$ cat src/rtl/debounce_pkg.sv
// debounce_pkg
//   Shared types and helpers for the debounce scheduler slice.
//   - sched_state_t : scheduler FSM state (IDLE / TIMING)
//   - clog2_min1()  : ceil(log2(v)) clamped to at least 1, used to size
//                     the shared timer and the channel index
package debounce_pkg;

   typedef enum logic {IDLE, TIMING} sched_state_t;

   // Width helper: a 1-entry or 2-entry range still needs a 1-bit field.
   function automatic int clog2_min1(input int v);
      int r;
      r = $clog2(v);
      return (r < 1) ? 1 : r;
   endfunction

endpackage

$ cat src/rtl/debounce_scheduler_if.sv
// debounce_scheduler_if
//   Groups the pad-side and user-side signals of the debounce scheduler.
//   - noisy     : raw asynchronous pad levels           (slave -> master)
//   - debounced : committed clean levels                (master -> slave)
//   - changed   : one-cycle pulse on the committed bit  (master -> slave)
//   - busy      : shared timer currently granted        (master -> slave)
//   - active_ch : granted channel, holds last grant     (master -> slave)
//   - state     : scheduler FSM state, for observation  (master -> slave)
//   Handshake semantics: there is no valid/ready pair; all signals are
//   levels sampled on clk, except changed, which is a single-cycle pulse
//   with no backpressure (the consumer must sample it in that cycle).
interface debounce_scheduler_if
   import debounce_pkg::*;
#(
   parameter int NUM_CH = 4,
   localparam int CH_W = clog2_min1(NUM_CH)
);
   logic [NUM_CH-1:0] noisy;
   logic [NUM_CH-1:0] debounced;
   logic [NUM_CH-1:0] changed;
   logic              busy;
   logic [CH_W-1:0]   active_ch;
   sched_state_t      state;

   // master: the scheduler itself
   modport master (
      input  noisy,
      output debounced, changed, busy, active_ch, state
   );

   // slave: pads drive noisy, user logic consumes the rest
   modport slave (
      output noisy,
      input  debounced, changed, busy, active_ch, state
   );
endinterface

$ cat src/rtl/debounce_scheduler_rr_arbiter.sv
// rr_arbiter
//   Combinational round-robin picker. Returns the first requesting channel
//   at or after ptr, wrapping modulo NUM_CH.
//   - req         : request vector
//   - ptr         : highest-priority channel index
//   - grant_valid : at least one request present
//   - grant       : selected channel index (0 when grant_valid is low)
module rr_arbiter
   import debounce_pkg::*;
#(
   parameter int NUM_CH = 4,
   localparam int CH_W = clog2_min1(NUM_CH)
) (
   input  logic [NUM_CH-1:0] req,
   input  logic [CH_W-1:0]   ptr,
   output logic              grant_valid,
   output logic [CH_W-1:0]   grant
);

   // Scan from the farthest offset down to offset 0 so the nearest
   // requester (lowest offset from ptr) is the last, and winning, write.
   always_comb begin
      int idx;
      idx         = 0;
      grant_valid = 1'b0;
      grant       = '0;
      for (int off = NUM_CH - 1; off >= 0; off--) begin
         idx = int'(ptr) + off;
         if (idx >= NUM_CH) idx = idx - NUM_CH;
         if (req[idx[CH_W-1:0]]) begin
            grant_valid = 1'b1;
            grant       = idx[CH_W-1:0];
         end
      end
   end

endmodule

$ cat src/rtl/debounce_scheduler.sv
// debounce_scheduler
//   Debounces NUM_CH noisy inputs with one shared timer. A round-robin
//   arbiter grants the timer to one mismatching channel at a time; the
//   channel's new level is committed only after it persists for
//   DEBOUNCE_CYCLES cycles.
//   - clk     : system clock, rising edge
//   - reset_n : asynchronous active-low reset
//   - bus     : debounce_scheduler_if.master (noisy in; debounced, changed,
//               busy, active_ch, state out)
module debounce_scheduler
   import debounce_pkg::*;
#(
   parameter int NUM_CH          = 4,
   parameter int DEBOUNCE_CYCLES = 500000,
   localparam int CNT_W = clog2_min1(DEBOUNCE_CYCLES),
   localparam int CH_W  = clog2_min1(NUM_CH)
) (
   input logic                  clk,
   input logic                  reset_n,
   debounce_scheduler_if.master bus
);

   localparam logic [CNT_W-1:0] TIMER_LAST = CNT_W'(DEBOUNCE_CYCLES - 1);
   localparam logic [CH_W-1:0]  CH_LAST    = CH_W'(NUM_CH - 1);

   logic [NUM_CH-1:0] sync1_q;
   logic [NUM_CH-1:0] sync_q;
   logic [NUM_CH-1:0] debounced_q;
   logic [NUM_CH-1:0] changed_q;
   logic [NUM_CH-1:0] req;
   logic              busy_q;
   logic [CH_W-1:0]   active_q;
   logic [CH_W-1:0]   ptr_q;
   logic [CH_W-1:0]   ptr_after;
   logic [CNT_W-1:0]  timer_q;
   sched_state_t      state_q;
   logic              grant_valid;
   logic [CH_W-1:0]   grant_idx;

   // A channel wants the timer whenever its synchronized level differs
   // from its committed level; no other pending state is kept.
   assign req = sync_q ^ debounced_q;

   // Pointer moves past the channel just serviced, whether it committed
   // or aborted, so every requester is reached within NUM_CH-1 windows.
   assign ptr_after = (active_q == CH_LAST) ? '0 : active_q + 1'b1;

   rr_arbiter #(.NUM_CH(NUM_CH)) u_arb (
      .req         (req),
      .ptr         (ptr_q),
      .grant_valid (grant_valid),
      .grant       (grant_idx)
   );

   always_ff @(posedge clk or negedge reset_n) begin
      if (!reset_n) begin
         sync1_q     <= '0;
         sync_q      <= '0;
         debounced_q <= '0;
         changed_q   <= '0;
         busy_q      <= 1'b0;
         active_q    <= '0;
         ptr_q       <= '0;
         timer_q     <= '0;
         state_q     <= IDLE;
      end else begin
         sync1_q   <= bus.noisy;
         sync_q    <= sync1_q;
         changed_q <= '0;
         case (state_q)
            IDLE: begin
               if (grant_valid) begin
                  active_q <= grant_idx;
                  timer_q  <= '0;
                  busy_q   <= 1'b1;
                  state_q  <= TIMING;
               end
            end
            TIMING: begin
               if (sync_q[active_q] == debounced_q[active_q]) begin
                  // Bounced back to the committed level: drop the window.
                  busy_q  <= 1'b0;
                  ptr_q   <= ptr_after;
                  state_q <= IDLE;
               end else if (timer_q == TIMER_LAST) begin
                  debounced_q[active_q] <= sync_q[active_q];
                  changed_q[active_q]   <= 1'b1;
                  busy_q                <= 1'b0;
                  ptr_q                 <= ptr_after;
                  state_q               <= IDLE;
               end else begin
                  timer_q <= timer_q + 1'b1;
               end
            end
            default: state_q <= IDLE;
         endcase
      end
   end

   assign bus.debounced = debounced_q;
   assign bus.changed   = changed_q;
   assign bus.busy      = busy_q;
   assign bus.active_ch = active_q;
   assign bus.state     = state_q;

endmodule

$ cat src/flat_wrapper.sv
// flat-port wrapper written by rule: the top's interface ports become plain ports
module debounce_scheduler_flat import debounce_pkg::*;
#(
   parameter int NUM_CH          = 4,
   parameter int DEBOUNCE_CYCLES = 500000,
   localparam int CNT_W = clog2_min1(DEBOUNCE_CYCLES),
   localparam int CH_W  = clog2_min1(NUM_CH)
)
  (clk, reset_n, bus_noisy, bus_debounced, bus_changed, bus_busy, bus_active_ch, bus_state);
  debounce_scheduler_if #(.NUM_CH(NUM_CH)) bus_i ();
  input logic clk;
  input logic reset_n;
  input wire logic [$bits(bus_i.noisy)-1:0] bus_noisy;
  output wire logic [$bits(bus_i.debounced)-1:0] bus_debounced;
  output wire logic [$bits(bus_i.changed)-1:0] bus_changed;
  output wire logic [$bits(bus_i.busy)-1:0] bus_busy;
  output wire logic [$bits(bus_i.active_ch)-1:0] bus_active_ch;
  output wire logic [$bits(bus_i.state)-1:0] bus_state;
  assign bus_i.noisy = bus_noisy;
  assign bus_debounced = bus_i.debounced;
  assign bus_changed = bus_i.changed;
  assign bus_busy = bus_i.busy;
  assign bus_active_ch = bus_i.active_ch;
  assign bus_state = bus_i.state;
  debounce_scheduler #(.NUM_CH(NUM_CH), .DEBOUNCE_CYCLES(DEBOUNCE_CYCLES)) u_core (.clk(clk), .reset_n(reset_n), .bus(bus_i));
endmodule
$ cat config.mk
export PLATFORM = sky130hd
export DESIGN_NAME = debounce_scheduler_flat
export DESIGN_NICKNAME = d
export VERILOG_FILES = /design/src/rtl/debounce_pkg.sv /design/src/rtl/debounce_scheduler_if.sv /design/src/rtl/debounce_scheduler_rr_arbiter.sv /design/src/rtl/debounce_scheduler.sv /design/src/flat_wrapper.sv
export SDC_FILE = /design/constraint.sdc
export NUM_CORES = 1
export LEC_CHECK = 0
export CORE_UTILIZATION = 35
export DETAILED_ROUTE_END_ITERATION = 8
export DONT_BUFFER_PORTS = 1
export GPL_TIMING_DRIVEN = 0
export PLACE_DENSITY = 0.57
export SLEW_MARGIN = 20
export SYNTH_ARGS = -nofsm -noshare
export SYNTH_HDL_FRONTEND = slang
export SYNTH_SLANG_ARGS = --single-unit
export TNS_END_PERCENT = 20
$ cat constraint.sdc
create_clock -name clk -period 3.1 [get_ports clk]
set_clock_uncertainty 0.15 [all_clocks]
set_input_delay 0.465 -clock clk [delete_from_list [all_inputs] [get_ports clk]]
set_output_delay 0.465 -clock clk [all_outputs]
set_load 0.02 [all_outputs]
==> metrics.yaml <==
rsz0062_at_grt: "no"
ys_types: 46
ys.flop_type: "dfrtp_1"
clock-sinks: 41
grt_max_degree: 42
wl_per_cell_microns: 15.7
cts.htree.levels: 2
clock_latency_ns: 0.31
grt_usage_pct: 15.9
dp_slack_ns: 0.202
reg2reg_setup_slack_ns: 0.19
grt_pass1_vias: 1494
antenna_found_initial: 0
path_class: "flip-flop to flip-flop"
fp.dieW_microns: 79.2
ir_drop_mv: 0.278
drc: 0
syn_inst: 194
fmax_mhz: 343
grt-ovfl-total: 0
numCtsBuffers: 5
nFillCells: 576
synthTopCellsByArea: "dfrtp_1, xnor2_1, mux2_2, ha_1, nand2_1"
utilization_pct: 41.1
ys_seq_elements: 41
endpoint_kind: "flip-flop"
die_area_sq_um: 6270
setup_viol: 0
dp.cells: 266
max_cap_violations: 0
clkSlewWorstSetupHoldPaths_ns: 0.09
synth_top_area_share_pct: 49.2
dp_hpwl_microns: 3010
portBuffers: 0
die_y_microns: 79.2
antenna_left: 0
cts_root_buffer: "clkbuf_8"
core_area_sq_um: 5610
stdcell_count: 276
netlist_area_sq_um: 2080
grt_pass1_wl_microns: 7570
yosysSeqAreaShare_pct: 49.2
min_from: "bus_noisy[1]"
slew_viol_final: 0
fin_crit_sh_pct: 94.0
worstRegToRegCells: 6
synthArstFlopShare_pct: 100
drt-initial-drc-count: 135
fin_ws_ns: 0.186
gp_congestion: 0.809
clock_path_buffers: 2
nets: 214
post_cts_buffers: 0
drive_gt1_share_pct: 12.7
synth_edf_count: 0
yosysWarnings: 0
p_leak_nw: 0.996
status: "finished clean"
initial_utilization_pct: 37.2
r2r-start: "u_core.bus.active_ch[0]"
finalHoldViolations: 0
synthesis.nets: 205
dr.pass1.iters: 7
power_density_nw_per_um2: 671
area_growth_pct: 10.4
cp.required_ns: 3.14
ioPinCount: 18
hold_end: "u_core.sync1_q[1]"
arrival_ns: 2.95
yosys.area.top_type: "dfrtp_1"
worst-path-max-fanout: 9
worst_pin_slew_ns: 0.528
setup.worst_path.start_class: "flip-flop"
num_vias: 1509
vias_per_cell: 5.47
rows: 27
finalPower_mw: 1.54
tns_ns: 0
slew_headroom_pct: 63.9
avgSynthCellArea_sq_um: 10.7
wirelength_microns: 4330
fin_crit_ns: 2.91
r2r_end: "u_core.timer_q[0]"
cts_tree: "built"
hold_class: "input port to flip-flop"
min_path_cells: 0
num_antenna_cells: 0
kinds of logic (layout without fill, tap and decap cells):
family | Yosys count | after routing | share of synthesized area (%)
compound gates | 35 | 35 | 11.2
fa+ha+maj | 5 | 5 | 3.00
mux | 11 | 11 | 7.08
flops | 41 | 41 | 49.2
xor+xnor | 14 | 14 | 6.24
simple gates | 75 | 75 | 20.5
buf+inv | 13 | 23 | 2.70
layout by cell type (no fill, tap or decap), types with 2 or more instances in the layout:
master,Yosys,routed
a2111oi_0,3,3
and3_1,8,8
dfrtp_1,41,41
clkinv_4,0,2
nand3_1,7,7
or3_1,2,2
ha_1,5,5
inv_1,5,5
clkbuf_8,0,5
a21o_1,2,2
xor2_1,4,4
nor2b_1,2,2
a21oi_1,8,8
nand4_1,5,5
o21ai_0,7,7
and4_1,2,2
clkbuf_1,6,6
nor2_1,12,12
or2_2,2,2
nor3_1,2,2
or4_1,5,5
nand2b_1,2,2
xnor2_1,9,9
mux2i_1,2,2
o31ai_1,7,7
mux2_2,6,6
a211oi_1,3,3
nand3b_1,3,3
nand2_1,15,15
synth_stat cells, types with 2 or more instances:
| cell type | n |
|---|---|
| a2111oi_0 | 3 |
| a211oi_1 | 3 |
| or4_1 | 5 |
| ha_1 | 5 |
| clkbuf_1 | 6 |
| mux2_2 | 6 |
| xnor2_1 | 9 |
| nor3_1 | 2 |
| nand2b_1 | 2 |
| inv_1 | 5 |
| a21oi_1 | 8 |
| a21o_1 | 2 |
| nand3b_1 | 3 |
| o21ai_0 | 7 |
| nor2b_1 | 2 |
| dfrtp_1 | 41 |
| xor2_1 | 4 |
| nor2_1 | 12 |
| nand2_1 | 15 |
| nand4_1 | 5 |
| and4_1 | 2 |
| nand3_1 | 7 |
| mux2i_1 | 2 |
| or3_1 | 2 |
| and3_1 | 8 |
| o31ai_1 | 7 |
| or2_2 | 2 |
power by group:
part / internal, mW / leakage, nW / switching [mW]
Clock: 0.160 / 0.0481 / 0.206
Combinational: 0.184 / 0.410 / 0.275
Sequential: 0.597 / 0.537 / 0.123
Total: 0.940 / 0.996 / 0.604
timing repair:
action,in CTS,in global routing
setup endpoints to repair,0,4
resized for setup,0,1
hold endpoints to repair,41,0
hold buffers,2,0
worst max path at each step:
stage	cells past startpoint	to	startpoint
after global placement	6	u_core.timer_q[0]	u_core.bus.active_ch[0]
after detailed placement	6	u_core.timer_q[0]	u_core.bus.active_ch[0]
after CTS	6	u_core.timer_q[0]	u_core.bus.active_ch[0]
after floorplan	6	u_core.timer_q[0]	u_core.bus.active_ch[0]
after global routing	6	u_core.timer_q[0]	u_core.bus.active_ch[0]
final	6	u_core.timer_q[0]	u_core.bus.active_ch[0]
metal layers:
metal	vias up	wire length, microns	GRT usage [%]
li1	727	-	-
met1	751	2190	21.9
met2	24	1910	23.7
met3	7	151	3.68
met4	0	84	6.55
met5	-	0	0
critical path: stages (launching register included):
cell and delay (ns):
dfrtp_1 0.65, mux4_1 0.69, xnor2_2 0.25, and2_4 0.24, or3_4 0.41, inv_2 0.09, mux2_1 0.31
registers in the layout, indices dropped and copies added (netlist names):
| signal | cells |
|---|---|
| u_core.timer_q | 19 |
| u_core.bus.changed | 4 |
| u_core.bus.debounced | 4 |
| u_core.sync1_q | 4 |
| u_core.sync_q | 4 |
| u_core.bus.active_ch | 2 |
| u_core.ptr_q | 2 |
| u_core.bus.busy | 1 |
| u_core.bus.state | 1 |
final cells by class:
class                   count  area [sq um]  area share (%)
flip-flops and latches     41          1030            44.6
multi-input cells         140          1010            43.8
well taps                  72          90.1            3.91
clock buffers               5          68.8            2.99
plain buffers               7          33.8            1.47
repair buffers              2          30.0            1.30
clock inverters             3          22.5           0.978
inverters                   6          22.5           0.978
metrics by stage:
stage | hold slack (ns) | cell area, sq um
2_1_floorplan | 0.0194 | 2080
3_3_place_gp | 0.0205 | 2170
3_5_place_dp | 0.0206 | 2170
4_1_cts | 0.0275 | 2300
5_1_grt | 0.0118 | 2300
6_report | 0.0334 | 2300
No activity file was read; power rests on OpenSTA's default activity.
